`src/rtl/phrase_reader.sv`:
```
// phrase_reader: read-side master for the byte-wide phrase RAM.
// Walks RAM from BASE_ADDR and streams bytes out until TERM or MAX_LEN.
//
// Ports:
//   clock, rst_n       rising-edge clock, async active-low reset
//   start, abort       begin a phrase (IDLE only) / cancel a phrase
//   mem_address        RAM read address (driven from the pointer register)
//   mem_wren, mem_data RAM write side, tied to zero (read-only master)
//   mem_q              RAM read data, valid one cycle after the address
//   out_char/valid     character stream toward the consumer
//   out_ready          consumer accepts out_char
//   busy, done, count  status: not idle / completion pulse / chars accepted
//
// Optional feature (macro UPPER_CASE_EN): ASCII a..z are presented as A..Z.
// The terminator compare always uses the raw RAM byte.
module phrase_reader #(
    parameter int                ADDR_W    = 8,
    parameter logic [ADDR_W-1:0] BASE_ADDR = '0,
    parameter int                MAX_LEN   = 65,
    parameter logic [7:0]        TERM      = 8'h00
) (
    input  logic              clock,
    input  logic              rst_n,
    input  logic              start,
    input  logic              abort,
    output logic [ADDR_W-1:0] mem_address,
    output logic              mem_wren,
    output logic [31:0]       mem_data,
    input  logic [7:0]        mem_q,
    output logic [7:0]        out_char,
    output logic              out_valid,
    input  logic              out_ready,
    output logic              busy,
    output logic              done,
    output logic [7:0]        count
);

    typedef enum logic [2:0] {
        S_IDLE,
        S_ISSUE,
        S_WAIT,
        S_OUT,
        S_DONE
    } state_t;

    state_t            r_state;
    logic [ADDR_W-1:0] r_ptr;
    logic [7:0]        r_count;
    logic [7:0]        r_char;
    logic              r_valid;
    logic              r_done;

    logic [7:0]        w_char;
    logic              w_last;

    // Case folding happens at capture so out_char is a plain register.
`ifdef UPPER_CASE_EN
    assign w_char = (mem_q >= 8'h61 && mem_q <= 8'h7A) ?
                    (mem_q - 8'h20) : mem_q;
`else
    assign w_char = mem_q;
`endif

    assign w_last = ((r_count + 8'd1) == 8'(MAX_LEN));

    always_ff @(posedge clock or negedge rst_n) begin
        if (!rst_n) begin
            r_state <= S_IDLE;
            r_ptr   <= BASE_ADDR;
            r_count <= 8'd0;
            r_char  <= 8'd0;
            r_valid <= 1'b0;
            r_done  <= 1'b0;
        end else begin
            r_done <= 1'b0;
            if (abort && (r_state != S_IDLE)) begin
                // count and pointer are left as they were
                r_state <= S_IDLE;
                r_valid <= 1'b0;
            end else begin
                unique case (r_state)
                    S_IDLE: begin
                        if (start) begin
                            r_ptr   <= BASE_ADDR;
                            r_count <= 8'd0;
                            r_state <= S_ISSUE;
                        end
                    end
                    S_ISSUE: begin
                        r_state <= S_WAIT;
                    end
                    S_WAIT: begin
                        r_char <= w_char;
                        if (mem_q == TERM) begin
                            r_state <= S_DONE;
                            r_done  <= 1'b1;
                        end else begin
                            r_state <= S_OUT;
                            r_valid <= 1'b1;
                        end
                    end
                    S_OUT: begin
                        if (out_ready) begin
                            r_valid <= 1'b0;
                            r_count <= r_count + 8'd1;
                            r_ptr   <= r_ptr + 1'b1;
                            if (w_last) begin
                                r_state <= S_DONE;
                                r_done  <= 1'b1;
                            end else begin
                                r_state <= S_ISSUE;
                            end
                        end
                    end
                    S_DONE: begin
                        r_state <= S_IDLE;
                    end
                    default: begin
                        r_state <= S_IDLE;
                        r_valid <= 1'b0;
                    end
                endcase
            end
        end
    end

    assign mem_address = r_ptr;
    assign mem_wren    = 1'b0;
    assign mem_data    = 32'd0;
    assign out_char    = r_char;
    assign out_valid   = r_valid;
    assign busy        = (r_state != S_IDLE);
    assign done        = r_done;
    assign count       = r_count;

endmodule

```
`config.mk`:
```
export PLATFORM = sky130hd
export DESIGN_NAME = phrase_reader
export DESIGN_NICKNAME = d
export VERILOG_FILES = /design/src/rtl/phrase_reader.sv
export SDC_FILE = /design/constraint.sdc
export NUM_CORES = 1
export LEC_CHECK = 0
export CAP_MARGIN = 20
export CORE_ASPECT_RATIO = 0.8
export CORE_UTILIZATION = 25
export DETAILED_ROUTE_END_ITERATION = 10
export PLACE_DENSITY_LB_ADDON = 0.08
export SLEW_MARGIN = 20
export SYNTH_ARGS = -nofsm -noshare
export SYNTH_HDL_FRONTEND = slang
export SYNTH_SLANG_ARGS = --single-unit
```
`constraint.sdc`:
```
create_clock -name clock -period 1.95 [get_ports clock]
set_input_delay 0.2925 -clock clock [delete_from_list [all_inputs] [get_ports clock]]
set_output_delay 0.2925 -clock clock [all_outputs]
set_load 0.01 [all_outputs]
```
==> results_dict.tcl, run 1 <==
set metrics [dict create \
    ir_drop_uv 391 \
    postSynthRegisterBits 29 \
    drc 0 \
    vias_per_cell 4.20 \
    setup_slack_ps 131 \
    timing.clock.skew_ps 3.74 \
    synth_area_per_cell_um2 9.20 \
    setup.worst_path.start_class "primary input" \
    crit-reg2reg-capture "r_state[0]" \
    wl_per_cell_um 11.8 \
    synth-edff-count 0 \
    detail_route.iter0.violations 36 \
    rr_startpoint "count[2]" \
    io-pin-count 73 \
    final.setup.tns_ps 0 \
    numPortBuffers 39 \
    cell_area_after_layout_um2 2400 \
    critical_path.startpoint "start" \
    timing.final.setup_violations 0 \
    grt_start_max_net_pins 30 \
    core_um2 6930 \
    vias_in_the_first_global_route 1345 \
    worst-endpoint-arrival_ps 2020 \
    setup_repair_after_global_routing_missed_its_margin "no" \
    fin_crit_ps 1820 \
    number_of_buffers_created_by_cts 5 \
    cts_max_path_buffers 2 \
    die_width_um 96.7 \
    final_min_period_over_clock_period_pct 93.3 \
    logic_depth_of_the_worst_register_to_register_path 5 \
    die_height_um 77.8 \
    clkLatencyLatePin_ps 280 \
    finalHoldViolCount 0 \
    async_flop_share_pct 100 \
    detail_route.first_pass.iterations 4 \
    yosysUniqueCellTypes 42 \
    synth-seq-area-share_pct 40.4 \
    place_hpwl_um 2930 \
    critical_path.most_common_cell "sky130_fd_sc_hd__buf_4" \
    antenna_found_initial 0 \
    worstSetupEndpoint "mem_address[4]" \
    path_cells "clkdlybuf4s50_1, or3b_1, a21o_1, buf_4, buf_4, nor3_1, a21oi_1, o21ai_0" \
    antenna_cells_inserted 0 \
    antenna_violating_nets_post_route 0 \
    cts.reportedPaths.clkPinSlew_ps 70 \
    cts_hold_buffers 0 \
    status "finished, final reports clean" \
    routed-via-count 1435 \
    area_overhead_vs_synth_pct 33.9 \
    worstSetupEndpointType "flop" \
    postSynthCellCount 195 \
    maxCapViolations 0 \
    cts-root-buf "sky130_fd_sc_hd__clkbuf_8" \
    worst_path_max_delay_cell "sky130_fd_sc_hd__clkdlybuf4s50_1" \
    total_nets_final 270 \
    grt_usage_pct 11.7 \
    num_rows 27 \
    initial_core_util_pct 25.9 \
    final_routed_wirelength_um 4040 \
    placed_cell_area_um2 2290 \
    syn-cell-area_um2 1790 \
    ys.flop_type "sky130_fd_sc_hd__dfrtp_1" \
    timing.critical_path.fanout_max 16 \
    layout-drive-gt1-share_pct 18.0 \
    leakagePower_nw 1.03 \
    power.density_cell_area_nw_per_um2 965 \
    synth_warnings 0 \
    grt_pass1_wl_um 6940 \
    maxClockFrequency_mhz 550 \
    slowest_delay_ps 470 \
    hold_path.class "in -> async" \
    design_power_total_mw 2.32 \
    pre_cts_slack_ps -155 \
    tritoncts_clock_tree "built" \
    grt-ovfl-total 0 \
    die_area_um2 7520 \
    fin_worst_hold_slack_ps 395 \
    cts-htree-levels 2 \
    worstSetupPathType "in -> reg" \
    slew_viol_final 0 \
    regToRegSetupSlack_ps 160 \
    cp_data_required_time_ps 2150 \
    place_congestion 0.686 \
    cts_num_sinks 29 \
]
per-stage QoR:
stage | cells | utilization (%)
3_3_place_gp | 334 | 33.1
4_1_cts | 342 | 34.6
3_5_place_dp | 334 | 33.1
5_1_grt | 342 | 34.7
2_1_floorplan | 227 | -
6_report | 342 | 34.7
metal layers:
metal | vias up | track usage [%] | part of all wire, %
met4 | 0 | 4.48 | 0.84
li1 | 731 | - | -
met3 | 2 | 3.06 | 4.1
met1 | 664 | 16.3 | 52
met5 | - | 0 | 0
met2 | 38 | 17.1 | 43
state kept, by name (all words and copies together) (netlist names):
register and count:
count 8, r_state 3, out_char 8, out_valid 1, mem_address 8, done 1
kinds of logic (layout without fill, tap and decap cells):
group           Yosys count  after routing  synth area share (%)
simple gates             62             62                  18.6
compound gates           41             41                  14.2
mux                      10             10                  6.14
buf+inv                  45             73                  16.5
other cells               1             33                 0.209
xor+xnor                  4              4                  1.95
flops                    29             29                  40.4
fa+ha+maj                 3              3                  2.09
worst max-delay path: cells and delay by family:
family / cells / cell delay, ps
and+or+nand+nor: 2 / 540
buffers and inverters: 3 / 800
AOI/OAI and AO/OA: 3 / 370
cells in the mapped netlist, types with 2 or more instances:
cell type / n / area (um2)
sky130_fd_sc_hd__mux2_2: 8 / 90.1
sky130_fd_sc_hd__buf_2: 2 / 10.0
sky130_fd_sc_hd__xnor2_1: 2 / 17.5
sky130_fd_sc_hd__nor2b_1: 4 / 25.0
sky130_fd_sc_hd__buf_4: 33 / 248
sky130_fd_sc_hd__nor3_1: 4 / 20.0
sky130_fd_sc_hd__o31ai_1: 6 / 45.0
sky130_fd_sc_hd__a21oi_1: 3 / 15.0
sky130_fd_sc_hd__nor2_1: 13 / 48.8
sky130_fd_sc_hd__a21o_1: 2 / 15.0
sky130_fd_sc_hd__nand2_1: 17 / 63.8
sky130_fd_sc_hd__nand3_1: 6 / 30.0
sky130_fd_sc_hd__mux2i_1: 2 / 20.0
sky130_fd_sc_hd__a31oi_1: 3 / 18.8
sky130_fd_sc_hd__dfrtp_1: 29 / 726
sky130_fd_sc_hd__or4_1: 2 / 15.0
sky130_fd_sc_hd__nand4_1: 2 / 12.5
sky130_fd_sc_hd__inv_1: 5 / 18.8
sky130_fd_sc_hd__o21ai_0: 22 / 110
sky130_fd_sc_hd__xor2_1: 2 / 17.5
sky130_fd_sc_hd__clkbuf_1: 5 / 18.8
sky130_fd_sc_hd__ha_1: 3 / 37.5
area by class of cell:
type / instances / area [um2]
repair buffers: 60 / 547
fillers: 714 / 4520
multi-input cells: 153 / 901
clock buffers: 7 / 96.3
inverters: 5 / 18.8
clock inverters: 1 / 5.00
well taps: 87 / 109
flip-flops and latches: 29 / 726
placed cells by master, fill, tap and decap left out, types with 4 or more instances in the layout:
master,netlist,final
sky130_fd_sc_hd__nand3_1,6,5
sky130_fd_sc_hd__inv_1,5,5
sky130_fd_sc_hd__nor3_1,4,4
sky130_fd_sc_hd__mux2_2,8,8
sky130_fd_sc_hd__clkdlybuf4s50_1,0,38
sky130_fd_sc_hd__buf_4,33,21
sky130_fd_sc_hd__nand2_1,17,17
sky130_fd_sc_hd__nor2b_1,4,4
sky130_fd_sc_hd__o21ai_0,22,21
sky130_fd_sc_hd__clkbuf_8,0,7
sky130_fd_sc_hd__conb_1,1,33
sky130_fd_sc_hd__nor2_1,13,13
sky130_fd_sc_hd__dfrtp_1,29,29
sky130_fd_sc_hd__o31ai_1,6,6
worst min-delay path by stage:
stage / slack (ps) / to / cells past startpoint
after floorplan: -3 / count[0] / 0
after global placement: 490 / out_char[2] / 1
after detailed placement: 490 / out_char[7] / 1
after CTS: 410 / r_state[1] / 2
after global routing: 450 / out_char[7] / 2
final: 390 / r_state[1] / 2
power breakdown:
group	internal (mW)	leakage (nW)	switching (mW)	total, mW
clock	0.319	0.0542	0.244	0.563
sequential	0.737	0.385	0.0815	0.819
combinational	0.492	0.590	0.444	0.936
total	1.55	1.03	0.770	2.32
what timing repair did:
item,in CTS,in global routing
setup buffers,0,0
setup endpoints to repair,1,3
hold endpoints to repair,0,0
resized for setup,1,3
(Power assumes the default switching activity.)
==> run 2, diff against run 1 <==
Settings changed: CAP_MARGIN 20 to not set.
Clock period 1.95 ns to 1.9 ns, I/O delays scaled along.
==> run 2 against run 1 <==
Compared with the run above: wire length fell by 0.84%; register-to-register slack got worse by 80 ps; final cell count is 0.88% higher; power is 6.8% higher; via count grew 2.9%; utilization up 0.72 points; cell area up 2.1%; first-iteration DRC count rose by 14%; critical path type is now reg -> reg.
==> results_dict.tcl, run 2 (synthesized netlist as in run 1, its figures left out) <==
set metrics [dict create \
    initial_core_util_pct 25.9 \
    grt_usage_pct 11.8 \
    total_nets_final 273 \
    final.setup.tns_ps 0 \
    routed-via-count 1477 \
    antenna_found_initial 0 \
    numPortBuffers 39 \
    timing.critical_path.buf_inv 0 \
    cts_hold_buffers 0 \
    final_routed_wirelength_um 4000 \
    final_standard_cell_count_with_taps_included_and_fillers_excluded 345 \
    area_overhead_vs_synth_pct 36.7 \
    io-pin-count 73 \
    worst_path_dominant_cell_family "simple AND/OR/NAND/NOR gates" \
    num_rows 27 \
    layout.area.seq_um2 727 \
    fin_crit_ps 1820 \
    layout-drive-gt1-share_pct 19.8 \
    slowest_delay_ps 570 \
    maxCapViolations 0 \
    worstSetupEndpointType "flop" \
    multiInputGateArea_um2 913 \
    cp_data_required_time_ps 2070 \
    wl_per_cell_um 11.6 \
    vias_per_cell 4.28 \
    detail_route.iter0.violations 41 \
    number_of_buffers_created_by_cts 5 \
    setup.worst_path.start_class "flop" \
    die_height_um 77.8 \
    worstSetupPathType "reg -> reg" \
    cts_num_sinks 29 \
    finalHoldViolCount 0 \
    final_min_period_over_clock_period_pct 95.6 \
    cts-htree-levels 2 \
    setup_slack_ps 83.4 \
    slew_viol_final 0 \
    layout_commonest_cell "sky130_fd_sc_hd__clkdlybuf4s50_1" \
    setup_repair_after_global_routing_missed_its_margin "no" \
    detail_route.first_pass.iterations 4 \
    grt-ovfl-total 0 \
    cts.reportedPaths.clkPinSlew_ps 70 \
    tritoncts_clock_tree "built" \
    vias_in_the_first_global_route 1443 \
    timing.critical_path.fanout_max 3 \
    placed_cells_incl_taps 336 \
    leakagePower_nw 1.04 \
    core_um2 6930 \
    cts-root-buf "sky130_fd_sc_hd__clkbuf_8" \
    antenna_violating_nets_post_route 0 \
    hold_path.class "in -> async" \
    clkLatencyLatePin_ps 280 \
    worst_path_max_delay_cell "sky130_fd_sc_hd__or4_4" \
    die_area_um2 7520 \
    drc 0 \
    antenna_cells_inserted 0 \
    layout.cells.most_common_list "38 x sky130_fd_sc_hd__clkdlybuf4s50_1, 33 x sky130_fd_sc_hd__conb_1, 28 x sky130_fd_sc_hd__dfrtp_1" \
    timing.final.setup_violations 0 \
    cts_max_path_buffers 2 \
    pre_cts_slack_ps -194 \
    path_cells "nand2_1, xor2_1, a31oi_1, or4_4, a211o_1" \
    place_hpwl_um 2860 \
    maxClockFrequency_mhz 550 \
    fillerInstances 726 \
    die_width_um 96.7 \
    place_congestion 0.694 \
    status "finished, final reports clean" \
    timing.clock.skew_ps 7.81 \
    ir_drop_uv 573 \
    worst-endpoint-arrival_ps 1980 \
    grt_pass1_wl_um 7130 \
    power.density_cell_area_nw_per_um2 1010 \
    grt_start_max_net_pins 30 \
    fin_worst_hold_slack_ps 403 \
]
-- run 2: cell types whose count changed in the layout (fill, tap and decap cells not counted), sizes merged --
cell      before  now
clkbuf         7    5
buf           21   24
clkinvlp       0    1
bufinv         0    1
-- run 2: metal layers --
layer / wire length, um / part of all wire [%] / global-route usage [%] / vias up
met5: 0 / 0 / 0 / -
met1: 2100 / 53 / 15.9 / 695
met4: 64 / 1.6 / 5.37 / 0
met2: 1690 / 42 / 18.0 / 43
li1: - / - / - / 734
met3: 150 / 3.7 / 2.70 / 5
-- run 2: worst paths after layout --
check	start	to	slack, ps	cells past startpoint
min reg2reg	mem_address[7]	mem_address[7]	510	1
max reg2reg	count[0]	r_state[0]	80	5
min	rst_n	r_state[2]	400	2
min in group clock	mem_address[7]	mem_address[7]	510	1
max	count[0]	r_state[0]	80	5
max in group asynchronous	rst_n	count[0]	1190	2
-- run 2: where the power goes --
part | switching, mW | total [mW] | internal [mW]
clock | 0.268 | 0.660 | 0.392
combinational | 0.448 | 0.962 | 0.513
sequential | 0.0962 | 0.854 | 0.758
total | 0.813 | 2.48 | 1.66
-- run 2: per-stage QoR --
stage	power, mW	cell area [um2]	util (%)
final	2.48	2450	35.4
after global routing	2.66	2450	35.4
after CTS	2.51	2430	35.0
after detailed placement	1.84	2310	33.4
after global placement	1.85	2310	33.4
after floorplan	1.39	1920	-
-- run 2: layout make-up --
| cell class | instances | area share (%) |
|---|---|---|
| multi-input cells | 153 | 37.2 |
| flip-flops and latches | 29 | 29.6 |
| repair buffers | 63 | 23.2 |
| well taps | 87 | 4.44 |
| clock buffers | 5 | 2.81 |
| clock inverters | 3 | 1.89 |
| inverters | 5 | 0.765 |
-- run 2: what timing repair did --
item / CTS / global route
gates cloned: 0 / 0
setup endpoints to repair: 1 / 3
buffers inserted: 0 / 1
resized for setup: 1 / 5
pin swaps: 0 / 0
==> run 3, diff against run 2 <==
--- a/config.mk
+++ b/config.mk
@@ -8,4 +8,5 @@
 export CORE_ASPECT_RATIO = 0.8
 export CORE_UTILIZATION = 25
+export CTS_CLUSTER_DIAMETER = 30
 export DETAILED_ROUTE_END_ITERATION = 10
 export PLACE_DENSITY_LB_ADDON = 0.08
==> constraint.sdc (replaced) <==
create_clock -name clock -period 1.9 [get_ports clock]
set_input_delay 0.285 -clock clock [delete_from_list [all_inputs] [get_ports clock]]
set_output_delay 0.285 -clock clock [all_outputs]
set_load 0.1 [all_outputs]
==> run 3 against run 2 <==
Compared with the run above: first-iteration DRC count up 20%; highest routed layer unchanged; global-route usage shrank 0.30 points; maximum frequency down 2.1%.
==> results_dict.tcl, run 3 (synthesized netlist as in run 1, its figures left out) <==
set metrics [dict create \
    antenna_found_initial 0 \
    vias_per_cell 4.23 \
    cts-htree-levels 2 \
    leakagePower_nw 1.10 \
    pre_cts_slack_ps -217 \
    core_um2 6930 \
    final_core_util_pct 36.5 \
    final_routed_wirelength_um 4250 \
    detail_route.iter0.violations 49 \
    maxClockFrequency_mhz 539 \
    die_height_um 77.8 \
    num_rows 27 \
    place_hpwl_um 2930 \
    setup.worst_path.start_class "flop" \
    grt_usage_pct 11.5 \
    status "finished, final reports clean" \
    placed_cells_incl_taps 334 \
    total_nets_final 278 \
    wl_per_cell_um 12.1 \
    cts-root-buf "sky130_fd_sc_hd__clkbuf_8" \
    io-pin-count 73 \
    regToRegSetupSlack_ps 40 \
    initial_core_util_pct 25.9 \
    place_congestion 0.690 \
    setup_repair_after_global_routing_missed_its_margin "yes" \
    fin_crit_ps 1860 \
    tritoncts_clock_tree "built" \
    antenna_violating_nets_post_route 0 \
    detail_route.first_pass.iterations 4 \
    final_standard_cell_count_with_taps_included_and_fillers_excluded 350 \
    vias_in_the_first_global_route 1337 \
    drc 0 \
    grt_start_max_net_pins 30 \
    layout_commonest_cell "sky130_fd_sc_hd__buf_4" \
    worst-endpoint-arrival_ps 2020 \
    cts_hold_buffers 0 \
    timing.critical_path.fanout_max 4 \
    area_overhead_vs_synth_pct 40.9 \
    routed-via-count 1480 \
    clkLatencyLatePin_ps 290 \
    hold_path.class "in -> async" \
    timing.final.setup_violations 0 \
    grt-ovfl-total 0 \
    grt_pass1_wl_um 6750 \
    ir_drop_uv 899 \
    cts_num_sinks 29 \
    antenna_cells_inserted 0 \
    power.density_cell_area_nw_per_um2 1430 \
    setup_slack_ps 44.1 \
    cp_data_required_time_ps 2070 \
    layout.cells.most_common_list "48 x sky130_fd_sc_hd__buf_4, 33 x sky130_fd_sc_hd__conb_1, 20 x sky130_fd_sc_hd__o21ai_0" \
    final_min_period_over_clock_period_pct 97.7 \
    number_of_buffers_created_by_cts 5 \
    numPortBuffers 39 \
    die_width_um 96.7 \
    die_area_um2 7520 \
    timing.clock.skew_ps 9.30 \
    maxCapViolations 0 \
    cts_max_path_buffers 2 \
    worstSetupPathType "reg -> reg" \
    cts.reportedPaths.clkPinSlew_ps 70 \
    slew_viol_final 0 \
    worstSetupEndpointType "flop" \
    layout-drive-gt1-share_pct 35.4 \
    finalHoldViolCount 0 \
]
[run 3: cell types whose count changed in the layout (fill, tap and decap cells not counted), sizes merged]
| cell | previous run | this run |
|---|---|---|
| buf | 24 | 56 |
| clkdlybuf4s50 | 38 | 12 |
| bufinv | 1 | 0 |
| dlygate4sd2 | 1 | 0 |
| clkinv | 1 | 0 |
| clkinvlp | 1 | 3 |
[run 3: final timing paths]
check / end / cells past startpoint / start
worst min-delay path: r_state[1] / 2 / rst_n
max in group asynchronous: count[1] / 2 / rst_n
worst max-delay path: r_state[0] / 6 / count[1]
worst max register to register: r_state[0] / 6 / count[1]
worst min register to register: mem_address[7] / 1 / mem_address[7]
min in group clock: mem_address[7] / 1 / mem_address[7]
[run 3: where the power goes]
part / internal [mW] / total (mW) / switching, mW / leakage, nW
registers: 0.764 / 0.869 / 0.105 / 0.367
clock network: 0.257 / 0.527 / 0.270 / 0.0364
logic: 0.576 / 2.22 / 1.65 / 0.701
[run 3: cell type report]
cell class / instances / area (um2)
clock buffer: 5 / 68.8
clock inverter: 3 / 22.5
fill: 705 / 4400
inverter: 5 / 18.8
multi-input combinational: 153 / 926
sequential: 29 / 743
tap: 87 / 109
timing repair buffer: 68 / 641
[run 3: critical path, stage by stage (launching register included)]
cell                      delay (ps)
sky130_fd_sc_hd__dfrtp_4         510
sky130_fd_sc_hd__ha_4            190
sky130_fd_sc_hd__nand3_4          70
sky130_fd_sc_hd__nor2_2           50
sky130_fd_sc_hd__xnor2_1         130
sky130_fd_sc_hd__or4_4           490
sky130_fd_sc_hd__a211o_1         300
[run 3: timing repair]
item / 4_1_cts / 5_1_grt
gates resized for setup: 0 / 4
buffers inserted: 0 / 8
endpoints found under the setup margin: 0 / 3
[run 3: through the flow]
| stage | power, mW | area (um2) | TNS, ps | hold WS (ps) |
|---|---|---|---|---|
| final | 3.62 | 2530 | 0 | 391 |
| after detailed placement | 3.11 | 2370 | -1920 | 494 |
| after global placement | 3.12 | 2370 | -1550 | 493 |
| after floorplan | 2.57 | 1960 | -124 | -10.6 |
| after global routing | 3.81 | 2530 | -24.4 | 415 |
| after CTS | 3.67 | 2460 | 0 | 400 |
[run 3: routing by layer]
layer / wire length (um) / track usage [%] / vias up
met1: 2130 / 15.3 / 701
met4: 42 / 4.33 / 0
met2: 1950 / 17.1 / 32
met3: 132 / 4.14 / 2
met5: 0 / 0 / -
li1: - / - / 745
